===== src/rtl/status_flag_unit_pkg.sv =====
// Shared definitions for the condition-code producer: flag bit positions and
// flag_kind encodings, identical to those used by the condition checker.
package status_flag_unit_pkg;

  localparam int FLAG_Z = 3;
  localparam int FLAG_C = 2;
  localparam int FLAG_N = 1;
  localparam int FLAG_V = 0;

  typedef enum logic [1:0] {
    KIND_ARITH = 2'd0,
    KIND_LOGIC = 2'd1,
    KIND_MUL   = 2'd2,
    KIND_RSVD  = 2'd3
  } flag_kind_e;

  typedef logic [3:0] flags_t;

endpackage


===== src/rtl/status_flag_unit_if.sv =====
// Pipeline-facing bundle of the status flag unit: EXE commit inputs, ID issue
// inputs, and the status/hazard outputs.
interface status_flag_unit_if #(
  parameter int DATA_WIDTH = 32
);
  import status_flag_unit_pkg::*;

  logic                  freeze;
  logic                  flush;
  logic                  exe_s_update;
  flag_kind_e            flag_kind;
  logic [DATA_WIDTH-1:0] alu_result;
  logic                  alu_carry;
  logic                  alu_overflow;
  logic                  shifter_carry;
  logic                  msr_we;
  flags_t                msr_data;
  logic                  id_s_issue;
  logic                  id_cond_use;
  flags_t                status_register;
  logic                  flags_pending;
  logic                  flag_hazard;

  modport slave (
    input  freeze, flush, exe_s_update, flag_kind, alu_result, alu_carry,
           alu_overflow, shifter_carry, msr_we, msr_data, id_s_issue, id_cond_use,
    output status_register, flags_pending, flag_hazard
  );

  modport master (
    output freeze, flush, exe_s_update, flag_kind, alu_result, alu_carry,
           alu_overflow, shifter_carry, msr_we, msr_data, id_s_issue, id_cond_use,
    input  status_register, flags_pending, flag_hazard
  );

endinterface


===== src/rtl/status_flag_unit_flag_pending_counter.sv =====
// Saturating up/down counter of flag writers in flight between ID and EXE,
// with synchronous clear and a hold input that freezes everything.
module flag_pending_counter #(
  parameter int MAX = 2,
  parameter int W   = $clog2(MAX + 1)
) (
  input  logic         clk,
  input  logic         rst,
  input  logic         i_hold,
  input  logic         i_clear,
  input  logic         i_inc,
  input  logic         i_dec,
  output logic [W-1:0] o_count
);

  logic [W-1:0] r_count;

  always_ff @(posedge clk or negedge rst) begin
    if (!rst) begin
      r_count <= '0;
    end else if (!i_hold) begin
      if (i_clear) begin
        r_count <= '0;
      end else if (i_inc && !i_dec) begin
        if (r_count != W'(MAX)) r_count <= r_count + W'(1);
      end else if (i_dec && !i_inc) begin
        // A commit with nothing recorded in flight is tolerated: stay at zero.
        if (r_count != '0) r_count <= r_count - W'(1);
      end
    end
  end

  assign o_count = r_count;

endmodule


===== src/rtl/status_flag_unit.sv =====
// Status flag unit: holds Z/C/N/V, loads them on flag-setting commits or MSR
// writes, and flags ID hazards. Optional macro: STATUS_BYPASS_EN.
module status_flag_unit
  import status_flag_unit_pkg::*;
#(
  parameter int DATA_WIDTH = 32,
  parameter int PIPE_DEPTH = 2
) (
  input  logic              clk,
  input  logic              rst,
  status_flag_unit_if.slave bus
);

  localparam int CNT_W = $clog2(PIPE_DEPTH + 1);

  flags_t             r_status;
  flags_t             w_next_flags;
  logic [CNT_W-1:0]   w_count;
  logic               w_inc;
  logic               w_pending;

  always_comb begin
    // NOTE: every bit gets a default before the case so no path leaves it unassigned (no latch).
    w_next_flags         = r_status;
    w_next_flags[FLAG_N] = bus.alu_result[DATA_WIDTH-1];
    w_next_flags[FLAG_Z] = (bus.alu_result == '0);
    case (bus.flag_kind)
      KIND_ARITH: begin
        w_next_flags[FLAG_C] = bus.alu_carry;
        w_next_flags[FLAG_V] = bus.alu_overflow;
      end
      KIND_LOGIC: w_next_flags[FLAG_C] = bus.shifter_carry;
      KIND_MUL:   ;
      default:    w_next_flags = r_status;
    endcase
  end

  // An EXE commit always wins over a same-cycle MSR write.
  always_ff @(posedge clk or negedge rst) begin
    if (!rst) begin
      // NOTE: state registers use non-blocking assignments so all flops update together.
      r_status <= '0;
    end else if (!bus.freeze) begin
      if (bus.exe_s_update) r_status <= w_next_flags;
      else if (bus.msr_we)  r_status <= bus.msr_data;
    end
  end

  assign w_inc = bus.id_s_issue && !bus.flush;

  flag_pending_counter #(
    .MAX (PIPE_DEPTH),
    .W   (CNT_W)
  ) u_pending (
    .clk     (clk),
    .rst     (rst),
    .i_hold  (bus.freeze),
    .i_clear (bus.flush),
    .i_inc   (w_inc),
    .i_dec   (bus.exe_s_update),
    .o_count (w_count)
  );

  assign w_pending         = (w_count != '0);
  assign bus.flags_pending = w_pending;

`ifdef STATUS_BYPASS_EN
  logic w_commit;
  logic w_resolving;

  assign w_commit            = bus.exe_s_update && !bus.freeze;
  // The single outstanding writer commits now, so its flags are forwarded.
  assign w_resolving         = (w_count == CNT_W'(1)) && w_commit;
  assign bus.status_register = w_commit ? w_next_flags : r_status;
  assign bus.flag_hazard     = bus.id_cond_use && w_pending && !w_resolving;
`else
  assign bus.status_register = r_status;
  assign bus.flag_hazard     = bus.id_cond_use && w_pending;
`endif

endmodule


===== src/flat_wrapper.sv =====
// flat-port wrapper written by rule: the top's interface ports become plain ports
module status_flag_unit_flat import status_flag_unit_pkg::*;
#(
  parameter int DATA_WIDTH = 32,
  parameter int PIPE_DEPTH = 2
)
  (clk, rst, bus_freeze, bus_flush, bus_exe_s_update, bus_flag_kind, bus_alu_result, bus_alu_carry, bus_alu_overflow, bus_shifter_carry, bus_msr_we, bus_msr_data, bus_id_s_issue, bus_id_cond_use, bus_status_register, bus_flags_pending, bus_flag_hazard);
  status_flag_unit_if #(.DATA_WIDTH(DATA_WIDTH)) bus_i ();
  input  logic clk;
  input  logic rst;
  input wire logic [$bits(bus_i.freeze)-1:0] bus_freeze;
  input wire logic [$bits(bus_i.flush)-1:0] bus_flush;
  input wire logic [$bits(bus_i.exe_s_update)-1:0] bus_exe_s_update;
  input wire logic [$bits(bus_i.flag_kind)-1:0] bus_flag_kind;
  input wire logic [$bits(bus_i.alu_result)-1:0] bus_alu_result;
  input wire logic [$bits(bus_i.alu_carry)-1:0] bus_alu_carry;
  input wire logic [$bits(bus_i.alu_overflow)-1:0] bus_alu_overflow;
  input wire logic [$bits(bus_i.shifter_carry)-1:0] bus_shifter_carry;
  input wire logic [$bits(bus_i.msr_we)-1:0] bus_msr_we;
  input wire logic [$bits(bus_i.msr_data)-1:0] bus_msr_data;
  input wire logic [$bits(bus_i.id_s_issue)-1:0] bus_id_s_issue;
  input wire logic [$bits(bus_i.id_cond_use)-1:0] bus_id_cond_use;
  output wire logic [$bits(bus_i.status_register)-1:0] bus_status_register;
  output wire logic [$bits(bus_i.flags_pending)-1:0] bus_flags_pending;
  output wire logic [$bits(bus_i.flag_hazard)-1:0] bus_flag_hazard;
  assign bus_i.freeze = bus_freeze;
  assign bus_i.flush = bus_flush;
  assign bus_i.exe_s_update = bus_exe_s_update;
  assign bus_i.flag_kind = bus_flag_kind;
  assign bus_i.alu_result = bus_alu_result;
  assign bus_i.alu_carry = bus_alu_carry;
  assign bus_i.alu_overflow = bus_alu_overflow;
  assign bus_i.shifter_carry = bus_shifter_carry;
  assign bus_i.msr_we = bus_msr_we;
  assign bus_i.msr_data = bus_msr_data;
  assign bus_i.id_s_issue = bus_id_s_issue;
  assign bus_i.id_cond_use = bus_id_cond_use;
  assign bus_status_register = bus_i.status_register;
  assign bus_flags_pending = bus_i.flags_pending;
  assign bus_flag_hazard = bus_i.flag_hazard;
  status_flag_unit #(.DATA_WIDTH(DATA_WIDTH), .PIPE_DEPTH(PIPE_DEPTH)) u_core (.clk(clk), .rst(rst), .bus(bus_i));
endmodule

===== config.mk =====
export PLATFORM = sky130hd
export DESIGN_NAME = status_flag_unit_flat
export DESIGN_NICKNAME = d
export VERILOG_FILES = /design/src/rtl/status_flag_unit_pkg.sv /design/src/rtl/status_flag_unit_if.sv /design/src/rtl/status_flag_unit_flag_pending_counter.sv /design/src/rtl/status_flag_unit.sv /design/src/flat_wrapper.sv
export SDC_FILE = /design/constraint.sdc
export NUM_CORES = 1
export LEC_CHECK = 0
export ABC_AREA = 1
export CAP_MARGIN = 20
export CELL_PAD_IN_SITES_DETAIL_PLACEMENT = 1
export CELL_PAD_IN_SITES_GLOBAL_PLACEMENT = 1
export CORE_MARGIN = 8
export CORE_UTILIZATION = 19
export DETAILED_ROUTE_END_ITERATION = 10
export GPL_TIMING_DRIVEN = 1
export PLACE_DENSITY = 0.82
export SLEW_MARGIN = 20
export SYNTH_ARGS = -nofsm -noshare
export SYNTH_HDL_FRONTEND = slang
export SYNTH_SLANG_ARGS = --single-unit

===== constraint.sdc =====
create_clock -name clk -period 2.6 [get_ports clk]
set_input_delay 0.65 -clock clk [delete_from_list [all_inputs] [get_ports clk]]
set_output_delay 0.65 -clock clk [all_outputs]
set_load 0.02 [all_outputs]

Word level (Yosys, flattened, before mapping)
Cells that the tools add are included.

word-level totals
  bits in registers = 6
  output and inout bits = 6
  logic and storage cells = 43

cells by class
  $add $sub $neg = 2
  eq/ne operators = 7
  mux-type cells = 11
  bitwise gates (word level) = 1
  reduce and logical (&&, ||, !) cells = 18

operator list
  cell                                                                   number
  32-bit logical NOT                                                     1
  2-bit 2-to-1 mux                                                       5
  3-bit AND reduction                                                    3
  4-bit 2-to-1 mux                                                       2
  3-bit nonzero test                                                     2
  1-bit logical AND                                                      4
  2-bit != test, second input constant                                   2
  4-bit AND reduction                                                    1
  2-bit nonzero test                                                     2
  1-bit logical NOT                                                      3
  1-bit 2-to-1 mux                                                       3
  3-bit by 1-bit != test with 1-bit output, second input constant        1
  3-bit by 2-bit != test with 1-bit output, second input constant        1
  3-bit OR reduction                                                     1
  2-bit by 1-bit adder with 2-bit output, second input constant          1
  2-bit by 1-bit equality test with 1-bit output, second input constant  1
  2-bit equality test, second input constant                             1
  2-bit logical NOT                                                      1
  2-bit by 1-bit != test with 1-bit output, second input constant        1
  1-bit case mux with 2 select lines                                     1
  2-bit by 1-bit subtractor with 2-bit output, second input constant     1
  1-bit NOT                                                              1

Depth between registers and ports, before layout
  depth after elaboration = 7
  mapped depth = 8

Modules after synthesis
A second synthesis with hierarchy kept.

unflattened totals
  cell total of the unflattened synthesis = 99
  area, all modules = 551.8 µm²

modules (own cells, without submodules)
  module                instances  cells an instance  area an instance (µm²)
  status_flag_unit      1          63                 362.8
  flag_pending_counter  1          36                 188.9

Worst setup path after synthesis
No wires, ideal clock.

  path kind = input-to-output
  from = in bus_id_cond_use
  to = out bus_flag_hazard
  arrival = 856 ps
  slack = 1094 ps
  cell stages on the path = 1
  cell sequence = o21a_1

on the way
  longest elaborated chain between the ends = 1

ends and longest elaborated chain
  element             RTL line                source
  start: declaration  flat_wrapper.sv:22      input wire logic [$bits(bus_i.id_cond_use)-1:0] bus_id_cond_use;
  1-bit logical AND   status_flag_unit.sv:78  assign bus.flag_hazard = bus.id_cond_use && w_pending;
  end: declaration    flat_wrapper.sv:25      output wire logic [$bits(bus_i.flag_hazard)-1:0] bus_flag_hazard;

No other way between the ends.

Worst setup path in the final report
Ends and elaborated chain as after synthesis.

==> flow_summary_export.csv <==
group,metric,value,unit
setup_path,cp_common_cell,"clkdlybuf4s50_1",
setup_path,path_cells,"clkdlybuf4s50_1 -> o21a_1 -> clkdlybuf4s50_1",
finish,drive_gt1_frac,0.07746,
timing,tightestPinTransition,0.5852,ns
cts,cts_tree,"yes",
finish,diodes,0,
cts,cts_buffers,3,
global_routing,grt_pass1_vias,898,
floorplanning,die_w,69.89,um
flow_run,maxCapViolations,0,
synth,avgSynthCellArea,6.416,um^2
cts,cts-resized-gates,0,
floorplanning,die_area,4885,um^2
synth,synthCells,86,
placed_design,postPlaceCellArea,1120,um^2
floorplanning,coreArea,2758,um^2
finish,fillers,348,
synth,syn_nets,135,
global_routing,grt_pass1_wl,3.919,mm
setup_path,critPathCaptureType,"output pin",
cts,holdBufCountCts,0,
setup_path,cp_slowest_stage_delay,0.60,ns
route,drc,0,
timing,fin_crit_sh,0.9470,
timing,finalHoldViolCount,0,
cts,clk_pin_slew,0.05,ns
pwr,leakage,0.0004727,uW
setup_path,crit_fanout,1,
placed_design,place_hpwl,2.115,mm
finish,mostFrequentLayoutCells,"clkdlybuf4s50_1, nor2_1, nand2_1",
floorplanning,io-pin-count,55,
global_routing,grt_antenna_before_repair,0,
synth,synth_seq_area_share,0.2721,
floorplanning,dieHeight,69.89,um
timing,rsz0062_at_grt,"no",
synth,yosysWarnings,0,
pwr,peakVddDrop,0.0002086,V
cts,clk_latency,0.25,ns
timing,setup_violations,0,
pwr,cellPowerDensity,398.8,nW/um^2
route,vias,769,
timing,period_needed,2.462,ns
route,drt_iter0_drc,16,
placed_design,port_buffers,54,
synth,netlist-cell-type-count,22,
route,routedWlPerCell,13.46,um
global_routing,grt_use_total,0.09807,
timing,fmax,406.1,MHz
route,final_antenna_net_count,0,
setup_path,worstSetupPathType,"input pin to output pin",
global_routing,grtUsageMet1,0.08819,
finish,multiInputGateArea,344.1,um^2
finish,seq_area,150.1,um^2
synth,synth_seq_cells,6,
hold_path,worstHoldPathType,"register to register",
cts,cts_sinks,6,
cts,h-tree-depth,1,
finish,nNetsFinal,193,
route,viasPerCell,4.445,
cts,cts_buffer_depth,2,
outcome,outcome,"finished, final reports clean",
placed_design,dp_slack,0.1212,ns
setup_path,worst_ep_required_time,1.95,ns
cts,post_cts_buffers,0,
timing,maxSlewHeadroom,0.6086,
floorplanning,rows,19,
synth,syn_area,551.8,um^2
global_routing,grt-busiest-layer,"met2",
timing,drv_slew,0,
placed_design,gp_congestion,0.7848,
timing,tns,0,ns
route,dr.pass1.iters,4,
setup_path,regToRegSetupSlack,1.48,ns
global_routing,use_met3,0.04802,
route,wl,2.328,mm
setup_path,setup.worst_path.start_class,"input pin",
timing,layout_setup_ws,0.1378,ns
setup_path,crit_arrival,1.81,ns
global_routing,overflow,0,
global_routing,grtUsageMet2,0.1726,
setup_path,slowest_stage,"clkdlybuf4s50_1",
timing,finClkSkew,0.003345,ns
finish,final_common_cell,"clkdlybuf4s50_1",
finish,finalInstanceArea,1142,um^2
finish,area_growth,107.0,%
global_routing,grt_max_degree,11,
floorplanning,initial_core_util,0.2001,
cts,cts_root_buf,"clkbuf_4",
state kept, by name, indices dropped and copies added, names as in the netlist:
register and flops:
u_core.bus.status_register 4, u_core.u_pending.o_count 2
where the power goes:
part	leakage, uW	total [uW]	switching, uW	internal (uW)
clock network	0.0000138	87.6	35.3	52.3
logic	0.000386	237	101	135
registers	0.0000729	131	18.3	113
synthesized netlist by cell type:
cell type	n	area share
xnor2_1	1	0.016
o21ai_0	1	0.0091
nand3_2	1	0.018
nor2_4	4	0.082
o21a_1	1	0.014
inv_1	10	0.068
a22oi_1	1	0.014
and2_0	1	0.011
nand2_1	19	0.13
a21oi_2	1	0.016
a21oi_1	4	0.036
o21ai_1	2	0.018
or2_1	1	0.011
nor2_1	21	0.14
nand2_2	1	0.011
buf_6	1	0.020
o31ai_1	1	0.014
nand4_1	2	0.023
o211ai_1	1	0.014
nand3_1	5	0.045
inv_6	1	0.016
dfrtp_1	6	0.27
stage by stage:
| step | util | instances | hold WS, ns | power (uW) |
|---|---|---|---|---|
| 2_1_floorplan | - | 86 | 0.3544 | 235.1 |
| 3_3_place_gp | 0.4061 | 170 | 0.4805 | 362.9 |
| 3_5_place_dp | 0.4061 | 170 | 0.5063 | 371.8 |
| 4_1_cts | 0.4142 | 173 | 0.5174 | 462.8 |
| 5_1_grt | 0.4142 | 173 | 0.5492 | 488.0 |
| 6_report | 0.4142 | 173 | 0.5148 | 455.6 |
path summary, 6_finish.rpt:
path,depth (start not counted),end,startpoint
worst min-delay path,2,u_core.bus.status_register[1],u_core.bus.status_register[1]
worst max register to register,6,u_core.u_pending.o_count[0],u_core.u_pending.o_count[0]
worst min register to register,2,u_core.bus.status_register[1],u_core.bus.status_register[1]
worst max-delay path,3,bus_flag_hazard,bus_id_cond_use
max in group asynchronous,1,u_core.bus.status_register[0],rst
min in group asynchronous,1,u_core.u_pending.o_count[1],rst
metal layers:
layer,up-vias,routed length (um),part of all wire
met5,-,0,0
met4,0,34,0.015
met2,43,1145,0.49
li1,385,-,-
met3,2,294,0.13
met1,339,854,0.37
logic make-up after synthesis:
kind of cell | count (synthesis) | share of synthesized area
xor+xnor | 1 | 0.01588
compound gates | 12 | 0.1338
simple gates | 55 | 0.4739
buf+inv | 12 | 0.1043
flops | 6 | 0.2721
cell type report:
| class | instances | area share |
|---|---|---|
| Timing Repair Buffer | 54 | 0.4732 |
| Multi-Input combinational cell | 68 | 0.3012 |
| Sequential cell | 6 | 0.1314 |
| Inverter | 11 | 0.04053 |
| Tap cell | 31 | 0.03395 |
| Clock buffer | 3 | 0.01972 |
worst max-delay path, delay by kind of cell:
family	cells	cell delay (ns)
compound gates	1	0.11
buf+inv	2	1.05
Note: power is estimated with default switching activity, not from simulation.
